`config.mk`:
```
export PLATFORM = sky130hd
export DESIGN_NAME = wptr_full_prog
export DESIGN_NICKNAME = d
export VERILOG_FILES = /design/src/rtl/async_fifo_pkg.sv /design/src/rtl/gray2bin.sv /design/src/rtl/wptr_full_prog.sv
export SDC_FILE = /design/constraint.sdc
export NUM_CORES = 1
export LEC_CHECK = 0
export ABC_AREA = 0
export CORE_MARGIN = 5
export CORE_UTILIZATION = 64
export DETAILED_ROUTE_END_ITERATION = 7
export DONT_BUFFER_PORTS = 1
export GPL_ROUTABILITY_DRIVEN = 0
export MAX_ROUTING_LAYER = met4
export PLACE_DENSITY_LB_ADDON = 0.12
export REMOVE_ABC_BUFFERS = 1
export SLEW_MARGIN = 20
export SYNTH_ARGS = -nofsm -noshare
export SYNTH_HDL_FRONTEND = slang
export SYNTH_SLANG_ARGS = --single-unit
```
`constraint.sdc`:
```
create_clock -name wclk_i -period 5.9 [get_ports wclk_i]
set_clock_uncertainty 0.15 [all_clocks]
set_input_delay 1.18 -clock wclk_i [delete_from_list [all_inputs] [get_ports wclk_i]]
set_output_delay 1.18 -clock wclk_i [all_outputs]
set_load 0.02 [all_outputs]
```
`src/rtl/async_fifo_pkg.sv`:
```
// Shared pointer type and Gray/binary conversions for the async FIFO pointer blocks.
// Conversions run on a 32-bit word so every pointer width can share them.
package async_fifo_pkg;

    localparam int ADDRSIZE_DEFAULT = 4;
    localparam int CONV_W           = 32;

    typedef logic [ADDRSIZE_DEFAULT:0] ptr_t;
    typedef logic [CONV_W-1:0]         conv_t;

    function automatic conv_t bin2gray(input conv_t bin);
        return (bin >> 1) ^ bin;
    endfunction

    // Zero-extended inputs convert correctly: leading zeros leave the XOR chain unchanged.
    function automatic conv_t gray2bin(input conv_t gray);
        conv_t bin;
        bin[CONV_W-1] = gray[CONV_W-1];
        for (int i = CONV_W - 2; i >= 0; i--) begin
            bin[i] = bin[i+1] ^ gray[i];
        end
        return bin;
    endfunction

endpackage

```
`src/rtl/gray2bin.sv`:
```
// Width-parametrised combinational Gray-to-binary converter.
module gray2bin
    import async_fifo_pkg::conv_t;
#(
    parameter int WIDTH = 5
) (
    input  logic [WIDTH-1:0] i_gray,
    output logic [WIDTH-1:0] o_bin
);

    assign o_bin = WIDTH'(async_fifo_pkg::gray2bin(conv_t'(i_gray)));

endmodule

```
`src/rtl/wptr_full_prog.sv`:
```
// Write-side pointer and flag logic of an async FIFO: Gray write pointer, full,
// programmable almost-full, write-side fill level and a sticky overflow flag.
module wptr_full_prog
    import async_fifo_pkg::bin2gray;
    import async_fifo_pkg::conv_t;
#(
    parameter int ADDRSIZE = async_fifo_pkg::ADDRSIZE_DEFAULT
) (
    input  logic                wclk_i,
    input  logic                wrst_i,
    input  logic                wen,
    input  logic [ADDRSIZE:0]   rptr_sync2_wrclk,
    input  logic [ADDRSIZE:0]   af_thresh_i,
    input  logic                ovf_clr_i,
    output logic                wr_accept,
    output logic [ADDRSIZE-1:0] wr_addr,
    output logic [ADDRSIZE:0]   wptr_g,
    output logic                fifo_full,
    output logic                fifo_almost_full,
    output logic [ADDRSIZE:0]   wr_level,
    output logic                overflow
);

    localparam int              PTR_W   = ADDRSIZE + 1;
    localparam int              DEPTH   = 2 ** ADDRSIZE;
    localparam logic [ADDRSIZE:0] DEPTH_P = PTR_W'(DEPTH);

    logic [ADDRSIZE:0] r_wbin;
    logic [ADDRSIZE:0] r_wptr_g;
    logic [ADDRSIZE:0] r_level;
    logic              r_full;
    logic              r_almost_full;
    logic              r_overflow;

    logic              w_wr_accept;
    logic [ADDRSIZE:0] w_wbin_next;
    logic [ADDRSIZE:0] w_rbin;
    logic [ADDRSIZE:0] w_level_next;

    gray2bin #(
        .WIDTH (PTR_W)
    ) u_rptr_g2b (
        .i_gray (rptr_sync2_wrclk),
        .o_bin  (w_rbin)
    );

    // Flags are computed from the post-write pointer so a write shows up after one edge.
    assign w_wr_accept  = wen & ~r_full;
    assign w_wbin_next  = r_wbin + PTR_W'(w_wr_accept);
    assign w_level_next = w_wbin_next - w_rbin;

    // NOTE: sequential state uses non-blocking assignments so every register samples pre-edge values.
    always_ff @(posedge wclk_i) begin
        if (wrst_i) begin
            r_wbin        <= '0;
            r_wptr_g      <= '0;
            r_level       <= '0;
            r_full        <= 1'b0;
            r_almost_full <= 1'b0;
            r_overflow    <= 1'b0;
        end else begin
            r_wbin        <= w_wbin_next;
            r_wptr_g      <= PTR_W'(bin2gray(conv_t'(w_wbin_next)));
            r_level       <= w_level_next;
            r_full        <= (w_level_next == DEPTH_P);
            r_almost_full <= (w_level_next >= af_thresh_i);
            // A refused write outranks a same-cycle clear.
            if (wen && r_full) begin
                r_overflow <= 1'b1;
            end else if (ovf_clr_i) begin
                r_overflow <= 1'b0;
            end
        end
    end

    assign wr_accept        = w_wr_accept;
    assign wr_addr          = r_wbin[ADDRSIZE-1:0];
    assign wptr_g           = r_wptr_g;
    assign fifo_full        = r_full;
    assign fifo_almost_full = r_almost_full;
    assign wr_level         = r_level;
    assign overflow         = r_overflow;

endmodule

```
==> impl_metrics.toml, run 1 <==
[outcome]
status = "finished, final reports clean"

[cts]
clkSlewWorstSetupHoldPaths_ns = 0.09
cts_buffer_depth = 2
numCtsBuffers = 3
htree_levels = 1
hold_buffers = 0
cts_setup_buffers = 0
tritoncts = "yes"
cts_root_buf = "clkbuf_4"
cts_resized = 0
cts_num_sinks = 17
clock_latency_ns = 0.28

[floorplan]
die_y_um = 47.57
die_area_mm2 = 0.002263
io_pins = 32
core.rowCount = 13
fp.coreArea_mm2 = 0.001318
initial_core_util_pct = 68.57
die_w_um = 47.57

[global_route]
grt_pass1_wl_um = 2297
grt_use_total_pct = 15.60
grt_pass1_vias = 575
gr-total-overflow = 0
antenna_found_initial = 0
grt_max_degree = 18

[worst_setup_path]
worstSetupStartpoint = "wen"
worst_setup_path_start_kind = "input port"
crit_chain = "nor2b_1 > ha_1 > nand3_1 > xor2_1 > inv_1 > ha_1 > nor2_1 > a21oi_1 > xor2_1 > xnor2_1 > inv_1 > ha_1 > nor2_1 > a211oi_1"
crit_arrival_ns = 4.01
critPathRequiredTime_ns = 5.95
worst_setup_path_end_kind = "register"
crit_top_cell = "ha_1"
critical-path-slowest-cell = "nor2b_1"
path_max_fanout = 4
cp.depth = 14
endpoint = "fifo_almost_full"
crit_family = "adder cells"
r2r-end = "fifo_almost_full"
reg2reg_from = "fifo_full"
crit_path_max_incr_delay_ns = 0.45
r2r_slack_ns = 2.41
crit_type = "input port to register"
crit_buf_inv = 2
reg2reg_depth = 14

[synthesis]
seq_area_frac_synth_pct = 37.67
yosys_warnings = 0
synth_top_area_share_pct = 37.67
ys_types = 22
synth_area_leaders = "dfxtp_1 38%, ha_1 15%, nor2_1 7.5%"
syn_avg_cell_area_um2 = 9.313
ys_ff_latch = 17
syn_inst = 97
yosysTopAreaCell = "dfxtp_1"
syn-cell-area_um2 = 903.4

[detailed_routing]
viasPerCell = 5.018
vias = 572
drc = 0
drtAntennaViolNets = 0
highest_layer = "met4"
drtPass1Iterations = 4
wl_um = 1404
dr_wl_met2_um = 708
met1Wirelength_um = 586
avgRoutedWirePerCell_um = 12.32
route.met3.wl_um = 86
drt-initial-drc-count = 7

[cells_and_area]
fin_util_pct = 71.41
area_delta_synth_final_pct = 4.155
drive_above_1_share_pct = 8.081
diodes = 0
fin_nets = 126

[run]
maxCapViolations = 0

[worst_hold_path]
hp-class = "register to register"

[placement]
hpwl_um = 1208
io_buffers = 0

[sta]
relSlewSlack_pct = 63.39
rsz0062_at_grt = "no"
min_period_over_period_pct = 67.20
slew_viol_final = 0
setup_tns_ns = 0
min_period_ns = 3.965
finalSetupViolations = 0
hold_viol = 0
holdWs_ns = 0.4156
fmax_mhz = 252.2
tightest_slew_ns = 0.5480

[power_and_ir_drop]
peakVddDrop_uv = 173.4
leakage_nw = 0.4544
total_power_w = 0.0003153
power_density_mw_per_mm2 = 335.1
-- worst min-delay path, delay by kind of cell (launching register included) --
kind / cells / cell delay, ns
and+or+nand+nor: 1 / 0.10
DFF: 1 / 0.38
AOI/OAI and AO/OA: 1 / 0.05
-- synthesized netlist by cell type (all sizes together) --
cell	number
nand2	2
o21ai	1
clkbuf	2
a211oi	1
dfxtp	17
a21o	1
ha	11
xnor2	8
nand4b	1
nand3	1
nor2b	3
nor3	2
inv	13
xor2	7
a21oi	4
nand2b	3
nor2	18
fa	1
nand4	1
-- layer usage --
layer	global-route usage, %	vias to the layer above
li1	-	306
met2	25.13	20
met4	9.677	0
met5	-	-
met1	17.39	244
met3	3.383	2
-- cells in the final DEF (no fill, tap or decap), drive strengths merged --
cell type,Yosys,routed
nand3,1,1
nor2b,3,3
nand2,2,2
clkbuf,2,4
a211oi,1,1
nor2,18,18
o21ai,1,1
nand2b,3,3
a21o,1,1
xor2,7,7
fa,1,1
nor3,2,2
dfxtp,17,17
inv,13,13
a21oi,4,4
nand4,1,1
xnor2,8,8
nand4b,1,1
ha,11,11
-- metrics by stage --
step / worst slack [ns] / area, µm² / cells
2_1_floorplan: 1.942 / 895.9 / 95
3_3_place_gp: 1.609 / 914.6 / 110
4_1_cts: 1.901 / 940.9 / 114
6_report: 1.935 / 940.9 / 114
5_1_grt: 1.712 / 940.9 / 114
3_5_place_dp: 1.623 / 914.6 / 110
-- worst min-delay path by stage --
stage | cells past startpoint | slack (ns) | from | to
6_report | 2 | 0.42 | overflow | overflow
5_1_grt | 2 | 0.45 | fifo_full | overflow
4_1_cts | 2 | 0.43 | fifo_full | overflow
3_3_place_gp | 2 | 0.40 | overflow | overflow
3_5_place_dp | 2 | 0.42 | overflow | overflow
2_1_floorplan | 2 | 0.39 | overflow | overflow
-- cells by family after synthesis --
group                    after synthesis  share of synthesized area [%]
AO/OA/AOI/OAI                          7                          4.432
AND/OR/NAND/NOR                       31                          16.34
buffers and inverters                 15                          6.233
adder cells (fa/ha/maj)               12                          17.45
XOR/XNOR                              15                          17.87
flip-flops                            17                          37.67
-- registers in the layout (all words and copies together), names as in the netlist --
signal            count
r_wbin                5
wr_level              5
wptr_g                4
fifo_almost_full      1
fifo_full             1
overflow              1
-- area by class of cell --
class                           count  area (µm²)
Tap cell                           15       18.77
Fill cell                         103       376.6
Multi-Input combinational cell     65       506.7
Sequential cell                    17       340.3
Clock buffer                        4       26.28
Inverter                           13       48.80
-- power by group --
group / leakage, nW / internal, W / switching (W)
Sequential: 0.139 / 0.000131 / 0.0000273
Clock: 0.0150 / 0.0000262 / 0.0000310
Combinational: 0.300 / 0.0000462 / 0.0000536
(Power assumes the default switching activity.)
==> run 2: changes to the inputs <==
- CORE_UTILIZATION: 64 -> 54
- clock period: 5.9 -> 3.44 ns (I/O delays scaled with it)
==> impl_metrics.toml, run 2 (synthesized netlist as in run 1, its figures left out) <==
[sta]
rsz0062_at_grt = "no"
relSlewSlack_pct = 76.44
setup_tns_ns = 0
tightest_slew_ns = 0.3509
fmax_mhz = 315.5
slew_viol_final = 0
finalSetupViolations = 0
finalWorstSetupSlack_ns = 0.2708
min_period_over_period_pct = 92.13
hold_viol = 0
min_period_ns = 3.169

[floorplan]
die_y_um = 50.90
die_w_um = 50.90
core.rowCount = 14
initial_core_util_pct = 58.60
io_pins = 32
fp.coreArea_mm2 = 0.001541
die_area_mm2 = 0.002591

[cells_and_area]
finalInstanceArea_mm2 = 0.001018
mostFrequentLayoutCells = "18 x nor2_1, 17 x dfxtp_1, 13 x inv_1"
fin_nets = 136
final_common_cell = "nor2_1"
final-seq-area_um2 = 340.3
nFillCells = 131
multi_input_area_um2 = 506.7
diodes = 0
drive_above_1_share_pct = 17.43
area_delta_synth_final_pct = 12.74
fin_util_pct = 66.07

[cts]
cts_num_sinks = 17
tritoncts = "yes"
cts_root_buf = "clkbuf_4"
cts_setup_buffers = 0
cts_resized = 0
cts_buffer_depth = 2
hold_buffers = 0
numCtsBuffers = 3
clock_latency_ns = 0.28
clkSlewWorstSetupHoldPaths_ns = 0.10
htree_levels = 1

[detailed_routing]
viasPerCell = 5.048
drc = 0
drtAntennaViolNets = 0
wl_um = 1585
drtPass1Iterations = 4
drt-initial-drc-count = 9
avgRoutedWirePerCell_um = 12.68
vias = 631

[placement]
hpwl_um = 1332
pre_cts_slack_ns = -0.05432
postPlaceCellArea_um2 = 991.0
io_buffers = 0

[run]
maxCapViolations = 0

[global_route]
grt_max_degree = 18
antenna_found_initial = 0
grt_pass1_wl_um = 2656
gr-total-overflow = 0
grt_use_total_pct = 14.05
grt_pass1_vias = 600

[worst_setup_path]
reg2reg_from = "fifo_full"
crit_type = "input port to register"
crit_arrival_ns = 3.23
path_max_fanout = 2
worstSetupStartpoint = "rptr_sync2_wrclk[4]"
critPathRequiredTime_ns = 3.50
worst_setup_path_end_kind = "register"
reg2reg_depth = 13
worst_setup_path_start_kind = "input port"

[power_and_ir_drop]
peakVddDrop_uv = 328.5
leakage_nw = 0.5035
total_power_w = 0.0005793
power_density_mw_per_mm2 = 568.8

[outcome]
status = "finished, final reports clean"

[worst_hold_path]
hp-start = "wrst_i"
hp-class = "input port to register"
worstHoldPathCells = 1
## run 2: cell types whose count changed in the layout (fill, tap and decap cells not counted)
cell,previous run,this run
buf_4,0,10
clkbuf_1,1,0
clkinv_2,0,1
## run 2: per-layer routing
layer | track usage, % | wire, µm | up-vias
li1 | - | - | 327
met2 | 21.49 | 724 | 20
met4 | 7.660 | 35 | 0
met3 | 5.233 | 140 | 4
met5 | - | 0 | -
met1 | 15.71 | 685 | 280
## run 2: report_power, final
group / total (W) / switching, W / internal [W]
combinational: 0.000203 / 0.0000989 / 0.000104
clock: 0.000105 / 0.0000616 / 0.0000432
sequential: 0.000271 / 0.0000468 / 0.000225
total: 0.000579 / 0.000207 / 0.000372
## run 2: critical path, cell delays in order
cell and delay, ns:
xnor2_2 0.20, xor2_2 0.21, xor2_2 0.20, xnor2_1 0.10, ha_1 0.21, fa_1 0.39, nand2b_1 0.15, a21oi_1 0.15
xor2_1 0.21, xnor2_1 0.17, inv_1 0.07, ha_1 0.27, nor2_1 0.04, a211oi_1 0.18
## run 2: layout make-up
type	count	share of cell area (%)
Clock buffer	3	2.211
Inverter	13	4.791
Timing Repair Buffer	10	7.371
Sequential cell	17	33.42
Tap cell	16	1.966
Multi-Input combinational cell	65	49.75
Clock inverter	1	0.4914
## run 2: through the flow
step	cells	hold slack, ns
4_1_cts	125	0.2907
3_5_place_dp	121	0.4048
6_report	125	0.3040
3_3_place_gp	121	0.4016
5_1_grt	125	0.2727
2_1_floorplan	95	0.3864
## run 2: final timing paths
path                                          to  slack, ns
worst max-delay path            fifo_almost_full       0.27
worst min-delay path                   r_wbin[0]       0.30
worst max register to register  fifo_almost_full       0.38
worst min register to register          overflow       0.42
==> run 3: changes to the inputs <==
- CORE_MARGIN: 5 -> default
- CORE_UTILIZATION: 54 -> 30
==> impl_metrics.toml, run 3 (synthesized netlist as in run 1, its figures left out) <==
[outcome]
status = "complete, but fails checks"
violations = "design-rule violations"

[global_route]
grt_max_degree = 18
grt_pass1_vias = 627
gr-total-overflow = 0
antenna_found_initial = 0
grt_pass1_wl_um = 2746
grt_use_total_pct = 11.20

[cells_and_area]
fin_nets = 135
final_cell_count_no_fill = 139
nFillCells = 290
finalInstanceArea_mm2 = 0.001030
diodes = 0
mostFrequentLayoutCells = "18 x nor2_1, 17 x dfxtp_1, 13 x inv_1"
drive_above_1_share_pct = 16.67
final_common_cell = "nor2_1"
fin_util_pct = 36.71
area_delta_synth_final_pct = 13.99

[worst_setup_path]
r2r-end = "fifo_almost_full"
critical-path-slowest-cell = "fa_1"
crit_chain = "xnor2_2 > xor2_2 > xor2_2 > xnor2_1 > ha_1 > fa_1 > nand2b_1 > a21oi_1 > xor2_1 > xnor2_1 > inv_1 > ha_1 > nor2_1 > a211oi_1"
crit_type = "input port to register"
cp.depth = 14
critPathRequiredTime_ns = 3.50
r2r_slack_ns = 0.38
crit_family = "XOR/XNOR gates"
reg2reg_depth = 13
crit_path_max_incr_delay_ns = 0.38
path_max_fanout = 2
crit_buf_inv = 1
reg2reg_from = "fifo_full"
crit_arrival_ns = 3.20
worst_setup_path_start_kind = "input port"
worst_setup_path_end_kind = "register"

[cts]
cts_buffer_depth = 2
numCtsBuffers = 3
cts_setup_buffers = 0
cts_num_sinks = 17
clkSlewWorstSetupHoldPaths_ns = 0.10
hold_buffers = 0
htree_levels = 1
cts_root_buf = "clkbuf_4"
cts_resized = 0
clock_latency_ns = 0.28
tritoncts = "yes"

[sta]
slew_viol_final = 0
min_period_ns = 3.138
rsz0062_at_grt = "no"
fmax_mhz = 318.7
min_period_over_period_pct = 91.21
tightest_slew_ns = 0.3542
finalSetupViolations = 0
relSlewSlack_pct = 76.22
hold_viol = 0

[detailed_routing]
wl_um = 1594
drtPass1Iterations = 6
vias = 602
viasPerCell = 4.331
drt-initial-drc-count = 29
drtAntennaViolNets = 0
avgRoutedWirePerCell_um = 11.47
drc = 4

[worst_hold_path]
hp-class = "input port to register"
min_to = "r_wbin[0]"
hp-start = "wrst_i"
worstHoldPathCells = 1

[floorplan]
initial_core_util_pct = 32.20
die_area_mm2 = 0.003235
core.rowCount = 19
fp.coreArea_mm2 = 0.002805
die_w_um = 56.88
io_pins = 32
die_y_um = 56.88

[power_and_ir_drop]
power_density_mw_per_mm2 = 559.0
total_power_w = 0.0005757
peakVddDrop_uv = 198.4
leakage_nw = 0.4987

[placement]
postPlaceCellArea_mm2 = 0.001002
dp.cells = 135
hpwl_um = 1303
io_buffers = 0

[run]
maxCapViolations = 0
-- run 3: changes by cell type in the layout (fill, tap and decap cells not counted), sizes merged --
cell and change:
buf -1
-- run 3: per-stage QoR --
stage	setup TNS, ns	hold WS (ns)	setup WS (ns)
final	0	0.3039	0.3025
after global routing	0	0.2688	0.01241
after CTS	0	0.2914	0.2676
after detailed placement	-0.01501	0.4011	-0.01501
after global placement	-0.06869	0.3968	-0.06869
after floorplan	-0.02642	0.3864	-0.02642
-- run 3: worst max path at each step --
stage	from	to
after floorplan	wen	fifo_almost_full
after global placement	rptr_sync2_wrclk[4]	fifo_almost_full
after detailed placement	rptr_sync2_wrclk[4]	fifo_almost_full
after CTS	rptr_sync2_wrclk[4]	fifo_almost_full
after global routing	rptr_sync2_wrclk[4]	fifo_almost_full
final	rptr_sync2_wrclk[4]	fifo_almost_full
-- run 3: routing by layer --
metal  GRT usage [%]  vias up  routed length, µm
li1                -      320                  -
met1           15.80      257                794
met2           15.48       23                659
met3           1.843        2                113
met4           5.226        0                 27
met5               -        -                  0
-- run 3: report_power, final --
group / switching [W] / internal [W] / leakage (nW)
registers: 0.0000470 / 0.000225 / 0.139
logic: 0.000101 / 0.0000979 / 0.342
clock network: 0.0000623 / 0.0000431 / 0.0177
total: 0.000210 / 0.000366 / 0.499
-- run 3: cell type report --
cell class	count	area [µm²]	area share, %
tap	31	38.79	3.767
inverter	13	48.80	4.739
timing repair buffer	9	67.56	6.561
sequential	17	340.3	33.05
clock buffer	3	22.52	2.187
clock inverter	1	5.005	0.4860
multi-input combinational	65	506.7	49.21
-- run 3: worst register-to-register path: stages, from the launching register on --
cell and delay, ns:
dfxtp_1 0.48, nor2b_1 0.13, ha_1 0.31, inv_1 0.07, ha_1 0.23, fa_1 0.38
nand2b_1 0.16, a21oi_1 0.16, xor2_1 0.20, xnor2_1 0.17, inv_1 0.07, ha_1 0.27
nor2_1 0.04, a211oi_1 0.18
